`src/rtl/vga_pkg.sv`:
```
// Shared VGA definitions: 640x480 timing defaults, colour type and PMOD pin packing.
package vga_pkg;

    localparam int VGA_H_ACTIVE = 640;
    localparam int VGA_H_FP     = 16;
    localparam int VGA_H_SYNC   = 96;
    localparam int VGA_H_BP     = 48;
    localparam int VGA_V_ACTIVE = 480;
    localparam int VGA_V_FP     = 10;
    localparam int VGA_V_SYNC   = 2;
    localparam int VGA_V_BP     = 33;
    localparam int VGA_H_TOTAL  = VGA_H_ACTIVE + VGA_H_FP + VGA_H_SYNC + VGA_H_BP;
    localparam int VGA_V_TOTAL  = VGA_V_ACTIVE + VGA_V_FP + VGA_V_SYNC + VGA_V_BP;

    localparam int COLOR_W = 6;
    typedef logic [COLOR_W-1:0] color_t;

    // Idle PMOD value: both syncs deasserted (high), colour black.
    localparam logic [7:0] PMOD_RESET = 8'b1000_1000;

    typedef enum logic {DIR_NEG = 1'b0, DIR_POS = 1'b1} dir_t;

    // Pin order {hsync,b0,g0,r0,vsync,b1,g1,r1} from colour {r1,r0,g1,g0,b1,b0}.
    function automatic logic [7:0] pack_pmod(input logic hs, input logic vs, input color_t c);
        return {hs, c[0], c[2], c[4], vs, c[1], c[3], c[5]};
    endfunction

endpackage

```
`src/rtl/vga_timing.sv`:
```
// Pixel/line counters with sync decode and an end-of-frame strobe.
module vga_timing
    import vga_pkg::*;
#(
    parameter int H_ACTIVE      = VGA_H_ACTIVE,
    parameter int H_FRONT_PORCH = VGA_H_FP,
    parameter int H_SYNC_PULSE  = VGA_H_SYNC,
    parameter int H_TOTAL       = VGA_H_TOTAL,
    parameter int V_ACTIVE      = VGA_V_ACTIVE,
    parameter int V_FRONT_PORCH = VGA_V_FP,
    parameter int V_SYNC_PULSE  = VGA_V_SYNC,
    parameter int V_TOTAL       = VGA_V_TOTAL,
    parameter int X_BITS        = $clog2(H_TOTAL),
    parameter int Y_BITS        = $clog2(V_TOTAL)
) (
    input  logic              clk,
    input  logic              rst_n,
    output logic [X_BITS-1:0] pixel_x,
    output logic [Y_BITS-1:0] pixel_y,
    output logic              active,
    output logic              hsync,
    output logic              vsync,
    output logic              frame_wrap
);

    localparam int HS_START = H_ACTIVE + H_FRONT_PORCH;
    localparam int VS_START = V_ACTIVE + V_FRONT_PORCH;

    logic x_last;
    logic y_last;

    assign x_last = (pixel_x == X_BITS'(H_TOTAL - 1));
    assign y_last = (pixel_y == Y_BITS'(V_TOTAL - 1));

    always_ff @(posedge clk or negedge rst_n) begin
        if (!rst_n) begin
            pixel_x <= '0;
            pixel_y <= '0;
        end else if (x_last) begin
            pixel_x <= '0;
            pixel_y <= y_last ? '0 : pixel_y + Y_BITS'(1);
        end else begin
            pixel_x <= pixel_x + X_BITS'(1);
        end
    end

    assign active     = (pixel_x < X_BITS'(H_ACTIVE)) && (pixel_y < Y_BITS'(V_ACTIVE));
    assign hsync      = !((pixel_x >= X_BITS'(HS_START)) && (pixel_x < X_BITS'(HS_START + H_SYNC_PULSE)));
    assign vsync      = !((pixel_y >= Y_BITS'(VS_START)) && (pixel_y < Y_BITS'(VS_START + V_SYNC_PULSE)));
    assign frame_wrap = x_last && y_last;

endmodule

```
`src/rtl/sprite_renderer.sv`:
```
// Bouncing, animated, scaled sprite over a solid background; two-stage pixel pipeline.
module sprite_renderer
    import vga_pkg::*;
#(
    parameter int     H_ACTIVE      = VGA_H_ACTIVE,
    parameter int     H_FRONT_PORCH = VGA_H_FP,
    parameter int     H_SYNC_PULSE  = VGA_H_SYNC,
    parameter int     H_BACK_PORCH  = VGA_H_BP,
    parameter int     V_ACTIVE      = VGA_V_ACTIVE,
    parameter int     V_FRONT_PORCH = VGA_V_FP,
    parameter int     V_SYNC_PULSE  = VGA_V_SYNC,
    parameter int     V_BACK_PORCH  = VGA_V_BP,
    parameter int     SPRITE_W      = 34,
    parameter int     SPRITE_H      = 22,
    parameter int     SCALE_BITS    = 3,
    parameter int     NUM_FRAMES    = 2,
    parameter int     FRAME_HOLD    = 16,
    parameter int     START_X       = 128,
    parameter int     START_Y       = 128,
    parameter int     STEP          = 1,
    parameter color_t BG_COLOR      = 6'b000111,
    parameter color_t KEY_COLOR     = 6'b110011
) (
    input  logic                                                  clk,
    input  logic                                                  rst_n,
    input  logic                                                  pause,
    output logic [((SPRITE_W > 1) ? $clog2(SPRITE_W) : 1)-1:0]    rom_x,
    output logic [((SPRITE_H > 1) ? $clog2(SPRITE_H) : 1)-1:0]    rom_y,
    output logic [((NUM_FRAMES > 1) ? $clog2(NUM_FRAMES) : 1)-1:0] rom_frame,
    input  logic [5:0]                                            rom_color,
    output logic [7:0]                                            vga_pmod,
    output logic                                                  frame_start
);

    localparam int H_TOTAL   = H_ACTIVE + H_FRONT_PORCH + H_SYNC_PULSE + H_BACK_PORCH;
    localparam int V_TOTAL   = V_ACTIVE + V_FRONT_PORCH + V_SYNC_PULSE + V_BACK_PORCH;
    localparam int X_BITS    = $clog2(H_TOTAL);
    localparam int Y_BITS    = $clog2(V_TOTAL);
    localparam int RX_BITS   = (SPRITE_W > 1) ? $clog2(SPRITE_W) : 1;
    localparam int RY_BITS   = (SPRITE_H > 1) ? $clog2(SPRITE_H) : 1;
    localparam int RF_BITS   = (NUM_FRAMES > 1) ? $clog2(NUM_FRAMES) : 1;
    localparam int HOLD_BITS = (FRAME_HOLD > 1) ? $clog2(FRAME_HOLD) : 1;

    localparam logic [X_BITS:0] SPR_PX_W = (X_BITS+1)'(SPRITE_W << SCALE_BITS);
    localparam logic [Y_BITS:0] SPR_PX_H = (Y_BITS+1)'(SPRITE_H << SCALE_BITS);
    localparam logic [X_BITS:0] X_MAX    = (X_BITS+1)'(H_ACTIVE - (SPRITE_W << SCALE_BITS));
    localparam logic [Y_BITS:0] Y_MAX    = (Y_BITS+1)'(V_ACTIVE - (SPRITE_H << SCALE_BITS));
    localparam logic [X_BITS:0] STEP_X   = (X_BITS+1)'(STEP);
    localparam logic [Y_BITS:0] STEP_Y   = (Y_BITS+1)'(STEP);

    logic [X_BITS-1:0]    pixel_x;
    logic [Y_BITS-1:0]    pixel_y;
    logic                 active, hsync, vsync, frame_wrap;
    logic [X_BITS-1:0]    sx, dx;
    logic [Y_BITS-1:0]    sy, dy;
    dir_t                 dir_x, dir_y;
    logic [HOLD_BITS-1:0] hold;
    logic [RF_BITS-1:0]   anim_frame;
    logic [X_BITS:0]      sx_inc;
    logic [Y_BITS:0]      sy_inc;
    logic                 in_sprite_c;
    logic                 in_sprite_q, active_q, hsync_q, vsync_q, first_q;
    color_t               color_c;

    vga_timing #(
        .H_ACTIVE      (H_ACTIVE),
        .H_FRONT_PORCH (H_FRONT_PORCH),
        .H_SYNC_PULSE  (H_SYNC_PULSE),
        .H_TOTAL       (H_TOTAL),
        .V_ACTIVE      (V_ACTIVE),
        .V_FRONT_PORCH (V_FRONT_PORCH),
        .V_SYNC_PULSE  (V_SYNC_PULSE),
        .V_TOTAL       (V_TOTAL),
        .X_BITS        (X_BITS),
        .Y_BITS        (Y_BITS)
    ) u_timing (
        .clk        (clk),
        .rst_n      (rst_n),
        .pixel_x    (pixel_x),
        .pixel_y    (pixel_y),
        .active     (active),
        .hsync      (hsync),
        .vsync      (vsync),
        .frame_wrap (frame_wrap)
    );

    assign sx_inc = {1'b0, sx} + STEP_X;
    assign sy_inc = {1'b0, sy} + STEP_Y;

    // Position only moves on the frame-wrap edge, so a frame is always drawn at one spot.
    always_ff @(posedge clk or negedge rst_n) begin
        if (!rst_n) begin
            sx         <= X_BITS'(START_X);
            sy         <= Y_BITS'(START_Y);
            dir_x      <= DIR_POS;
            dir_y      <= DIR_POS;
            hold       <= '0;
            anim_frame <= '0;
        end else if (frame_wrap && !pause) begin
            if (dir_x == DIR_POS) begin
                if (sx_inc > X_MAX) begin
                    sx    <= X_MAX[X_BITS-1:0];
                    dir_x <= DIR_NEG;
                end else begin
                    sx <= sx_inc[X_BITS-1:0];
                end
            end else if ({1'b0, sx} < STEP_X) begin
                sx    <= '0;
                dir_x <= DIR_POS;
            end else begin
                sx <= sx - STEP_X[X_BITS-1:0];
            end
            if (dir_y == DIR_POS) begin
                if (sy_inc > Y_MAX) begin
                    sy    <= Y_MAX[Y_BITS-1:0];
                    dir_y <= DIR_NEG;
                end else begin
                    sy <= sy_inc[Y_BITS-1:0];
                end
            end else if ({1'b0, sy} < STEP_Y) begin
                sy    <= '0;
                dir_y <= DIR_POS;
            end else begin
                sy <= sy - STEP_Y[Y_BITS-1:0];
            end
            if (hold == HOLD_BITS'(FRAME_HOLD - 1)) begin
                hold       <= '0;
                anim_frame <= (anim_frame == RF_BITS'(NUM_FRAMES - 1)) ? '0 : anim_frame + RF_BITS'(1);
            end else begin
                hold <= hold + HOLD_BITS'(1);
            end
        end
    end

    // dx/dy wrap when the pixel is left of/above the sprite; the >= guards mask that case.
    assign dx          = pixel_x - sx;
    assign dy          = pixel_y - sy;
    assign in_sprite_c = (pixel_x >= sx) && ({1'b0, dx} < SPR_PX_W) &&
                         (pixel_y >= sy) && ({1'b0, dy} < SPR_PX_H);

    always_ff @(posedge clk or negedge rst_n) begin
        if (!rst_n) begin
            in_sprite_q <= 1'b0;
            active_q    <= 1'b0;
            hsync_q     <= 1'b1;
            vsync_q     <= 1'b1;
            first_q     <= 1'b0;
            rom_x       <= '0;
            rom_y       <= '0;
            rom_frame   <= '0;
        end else begin
            in_sprite_q <= in_sprite_c;
            active_q    <= active;
            hsync_q     <= hsync;
            vsync_q     <= vsync;
            first_q     <= (pixel_x == '0) && (pixel_y == '0);
            rom_x       <= in_sprite_c ? RX_BITS'(dx >> SCALE_BITS) : '0;
            rom_y       <= in_sprite_c ? RY_BITS'(dy >> SCALE_BITS) : '0;
            rom_frame   <= anim_frame;
        end
    end

    always_comb begin
        color_c = '0;
        if (in_sprite_q && (rom_color != KEY_COLOR)) color_c = rom_color;
        else if (active_q)                           color_c = BG_COLOR;
    end

    always_ff @(posedge clk or negedge rst_n) begin
        if (!rst_n) begin
            vga_pmod    <= PMOD_RESET;
            frame_start <= 1'b0;
        end else begin
            vga_pmod    <= pack_pmod(hsync_q, vsync_q, color_c);
            frame_start <= first_q;
        end
    end

endmodule

```
`config.mk`:
```
export PLATFORM = sky130hd
export DESIGN_NAME = sprite_renderer
export DESIGN_NICKNAME = d
export VERILOG_FILES = /design/src/rtl/vga_pkg.sv /design/src/rtl/vga_timing.sv /design/src/rtl/sprite_renderer.sv
export SDC_FILE = /design/constraint.sdc
export NUM_CORES = 1
export LEC_CHECK = 0
export ABC_AREA = 1
export CAP_MARGIN = 20
export CORE_MARGIN = 2
export CORE_UTILIZATION = 45
export CTS_BUF_LIST = sky130_fd_sc_hd__clkbuf_8
export DETAILED_ROUTE_END_ITERATION = 7
export GPL_ROUTABILITY_DRIVEN = 0
export MAX_ROUTING_LAYER = met4
export PLACE_DENSITY_LB_ADDON = 0.3
export RECOVER_POWER = 25
export SLEW_MARGIN = 20
export SYNTH_ARGS = -nofsm -noshare
export SYNTH_HDL_FRONTEND = slang
export SYNTH_SLANG_ARGS = --single-unit
```
`constraint.sdc`:
```
create_clock -name clk -period 5 [get_ports clk]
set_clock_uncertainty 0.15 [all_clocks]
set_input_delay 1 -clock clk [delete_from_list [all_inputs] [get_ports clk]]
set_output_delay 1 -clock clk [all_outputs]
set_load 0.005 [all_outputs]
```
==> impl_metrics.py <==
metrics = {
    "setup_path": {
        "path_cells": "clkdlybuf4s50_1 > inv_1 > nand4_1 > nor2_1 > xnor2_1 > nor2_1",
        "critPathArrivalTime_ps": 3030,
        "slowest_stage": "nand4_1",
        "end_kind": "register",
        "timing.critical_path.buf_inv": 2,
        "cp_max_fo": 24,
        "crit_top_cell": "nor2_1",
        "path_class": "primary input to register",
        "max_stage_delay_ps": 760,
        "cp.required_ps": 5070,
        "worst_setup_path_start_kind": "primary input",
        "cp_top_family": "simple AND/OR/NAND/NOR gates",
    },
    "drt": {
        "first_pass_iters": 5,
        "ant_nets": 0,
        "first_iter_violations": 231,
        "drc": 0,
        "routedWlPerCell_um": 13.1,
        "drt_wl_total_mm": 12.1,
        "viasPerCell": 5.23,
        "num_vias": 4834,
    },
    "sta": {
        "fin_ws_ps": 2040,
        "hold_viol": 0,
        "max_freq_mhz": 338,
        "fin_tns_setup_ps": 0,
        "min_period_over_period_pct": 59.1,
        "drv_slew": 74,
        "rsz0062_at_grt": "no",
        "layout_min_cycle_time_ps": 2960,
        "hold_ws_ps": 204,
        "setup_viol": 0,
        "slew_headroom_pct": -17.2,
        "worst_pin_slew_ps": 1760,
    },
    "power_and_ir_drop": {
        "pwr_density_cell_nw_per_um2": 200,
        "p_leak_nw": 2.91,
        "ir_drop_uv": 146,
        "finalPower_w": 0.00115,
    },
    "die": {
        "initial_utilization_pct": 46.5,
        "row_count": 38,
        "core_area_um2": 11000,
        "die_w_um": 111,
        "fp.dieH_um": 111,
        "die_area_um2": 12200,
        "io_pins": 30,
    },
    "synthesis": {
        "synth_area_leaders": "dfrtp_1, nand2_1, inv_1",
        "ys_seq_area_share_pct": 35.9,
        "synth_nets": 783,
        "synth_edf_count": 0,
        "synth_top_area_share_pct": 31.8,
        "synth_area_um2": 5110,
        "synth_seq_cells": 73,
        "yosysWarnings": 0,
        "syn_inst": 745,
        "synth_top_cell_by_area": "dfrtp_1",
        "synth_ff_type": "dfrtp_1",
        "synth.most_common_cell": "nand2_1",
        "netlist_top_cells_count": "nand2_1, inv_1, nor2_1, dfrtp_1, nand3_1",
        "synth_cell_type_count": 37,
        "synthArstFlopShare_pct": 100,
        "syn_avg_cell_area_um2": 6.86,
    },
    "placed_design": {
        "dp_hpwl_mm": 9.10,
        "dp_slack_ps": 1660,
        "io_buffers": 29,
    },
    "global_route": {
        "grt_pass1_wl_mm": 20.5,
        "grt_use_total_pct": 20.6,
        "antenna_found_initial": 0,
        "gr-total-overflow": 0,
        "grt_pass1_vias": 4540,
        "grt_max_degree": 74,
    },
    "status": {
        "violations": "max-capacitance violations, max-slew violations",
        "status": "finished with violations",
    },
    "clock_tree": {
        "ctsLongestPathBuffers": 2,
        "cts_sinks": 73,
        "ctsHoldBuffers": 0,
        "cts.clk_slew.worst_paths_ps": 70,
        "cts_tree": "done",
        "cts_setup_buffers": 0,
        "cts_resized": 0,
        "cts.htree.levels": 3,
        "cts_root_buffer": "clkbuf_8",
        "worstSkewPairLatency_ps": 350,
        "numCtsBuffers": 9,
    },
    "run": {
        "drv_cap": 1,
    },
    "finish": {
        "area_growth_pct": 12.2,
        "drive_above_1_share_pct": 4.85,
        "nets": 817,
        "fillers": 1093,
        "antenna_cells": 0,
    },
    "hold_path": {
        "hold_path.class": "register to register",
    },
}
-- state kept, by name (all words and copies together), names as in the netlist --
| register | flops |
|---|---|
| sy | 10 |
| frame_start | 1 |
| dir_x | 1 |
| u_timing.pixel_y | 10 |
| dir_y | 1 |
| vga_pmod | 8 |
| u_timing.pixel_x | 10 |
| active_q | 1 |
| vsync_q | 1 |
| in_sprite_q | 1 |
| hold | 4 |
| first_q | 1 |
| rom_x | 6 |
| rom_y | 5 |
| sx | 10 |
| hsync_q | 1 |
| anim_frame | 1 |
| rom_frame | 1 |
-- worst paths after layout --
| kind | from | endpoint | slack, ps | cells after the start |
|---|---|---|---|---|
| worst max-delay path | pause | hold[3] | 2040 | 6 |
| worst min-delay path | first_q | frame_start | 200 | 0 |
| worst max register to register | u_timing.pixel_x[0] | hold[3] | 2170 | 7 |
| worst min register to register | first_q | frame_start | 200 | 0 |
| max in group asynchronous | rst_n | hold[1] | 2690 | 1 |
| min in group asynchronous | rst_n | rom_x[1] | 970 | 1 |
-- layout by cell type, fill, tap and decap left out, drive strengths merged --
cell,Yosys,layout
a211oi,1,1
a21boi,8,8
a21oi,29,29
a221oi,1,1
a22oi,1,1
a31oi,2,2
bufinv,0,2
clkbuf,3,10
clkdlybuf4s50,0,28
clkinv,1,4
clkinvlp,0,1
dfrtp,65,65
dfstp,8,8
ha,29,29
inv,127,128
nand2,196,196
nand3,61,61
nand3b,1,1
nand4,29,29
nor2,105,105
nor3,18,18
nor4,5,5
o21a,2,2
o21ai,29,29
o21bai,3,3
or2,1,1
xnor2,3,3
xor2,14,14
-- area by class of cell --
cell class / instances / area [um2] / share of cell area (%)
sequential: 73 / 1840 / 32.0
multi-input combinational: 538 / 2740 / 47.9
clock inverter: 7 / 86.3 / 1.51
tap: 140 / 175 / 3.05
timing repair buffer: 29 / 285 / 4.97
inverter: 128 / 483 / 8.42
clock buffer: 9 / 124 / 2.16
-- logic make-up (layout without fill, tap and decap cells) --
group / after synthesis / in the layout / share of synthesized area [%]
adders and majority gates: 29 / 29 / 7.10
xor gates and xnor gates: 17 / 17 / 2.91
AOI/OAI and AO/OA: 76 / 76 / 8.45
and+or+nand+nor: 416 / 416 / 35.6
buffers and inverters: 134 / 173 / 9.96
DFF: 73 / 73 / 35.9
-- power by group --
part | leakage, nW | internal, W | switching (W)
sequential | 0.912 | 0.000593 | 0.00000324
clock | 0.110 | 0.000277 | 0.000226
combinational | 1.89 | 0.0000138 | 0.0000325
total | 2.91 | 0.000883 | 0.000262
-- routing by layer --
layer  global-route usage (%)  share of wire [%]  vias to the layer above
met5                        -                  0                        -
met4                     7.50                1.9                        0
met3                     2.96                5.4                       22
met2                     32.5                 46                      154
met1                     27.3                 47                     2198
li1                         -                  -                     2460
-- metrics by stage --
stage	cells	util [%]	instance area [um2]
after CTS	924	52.4	5760
after global placement	908	50.5	5550
after detailed placement	908	50.5	5550
after floorplan	745	-	5110
final	924	52.2	5730
after global routing	924	52.2	5730
No activity file was read; power rests on OpenSTA's default activity.
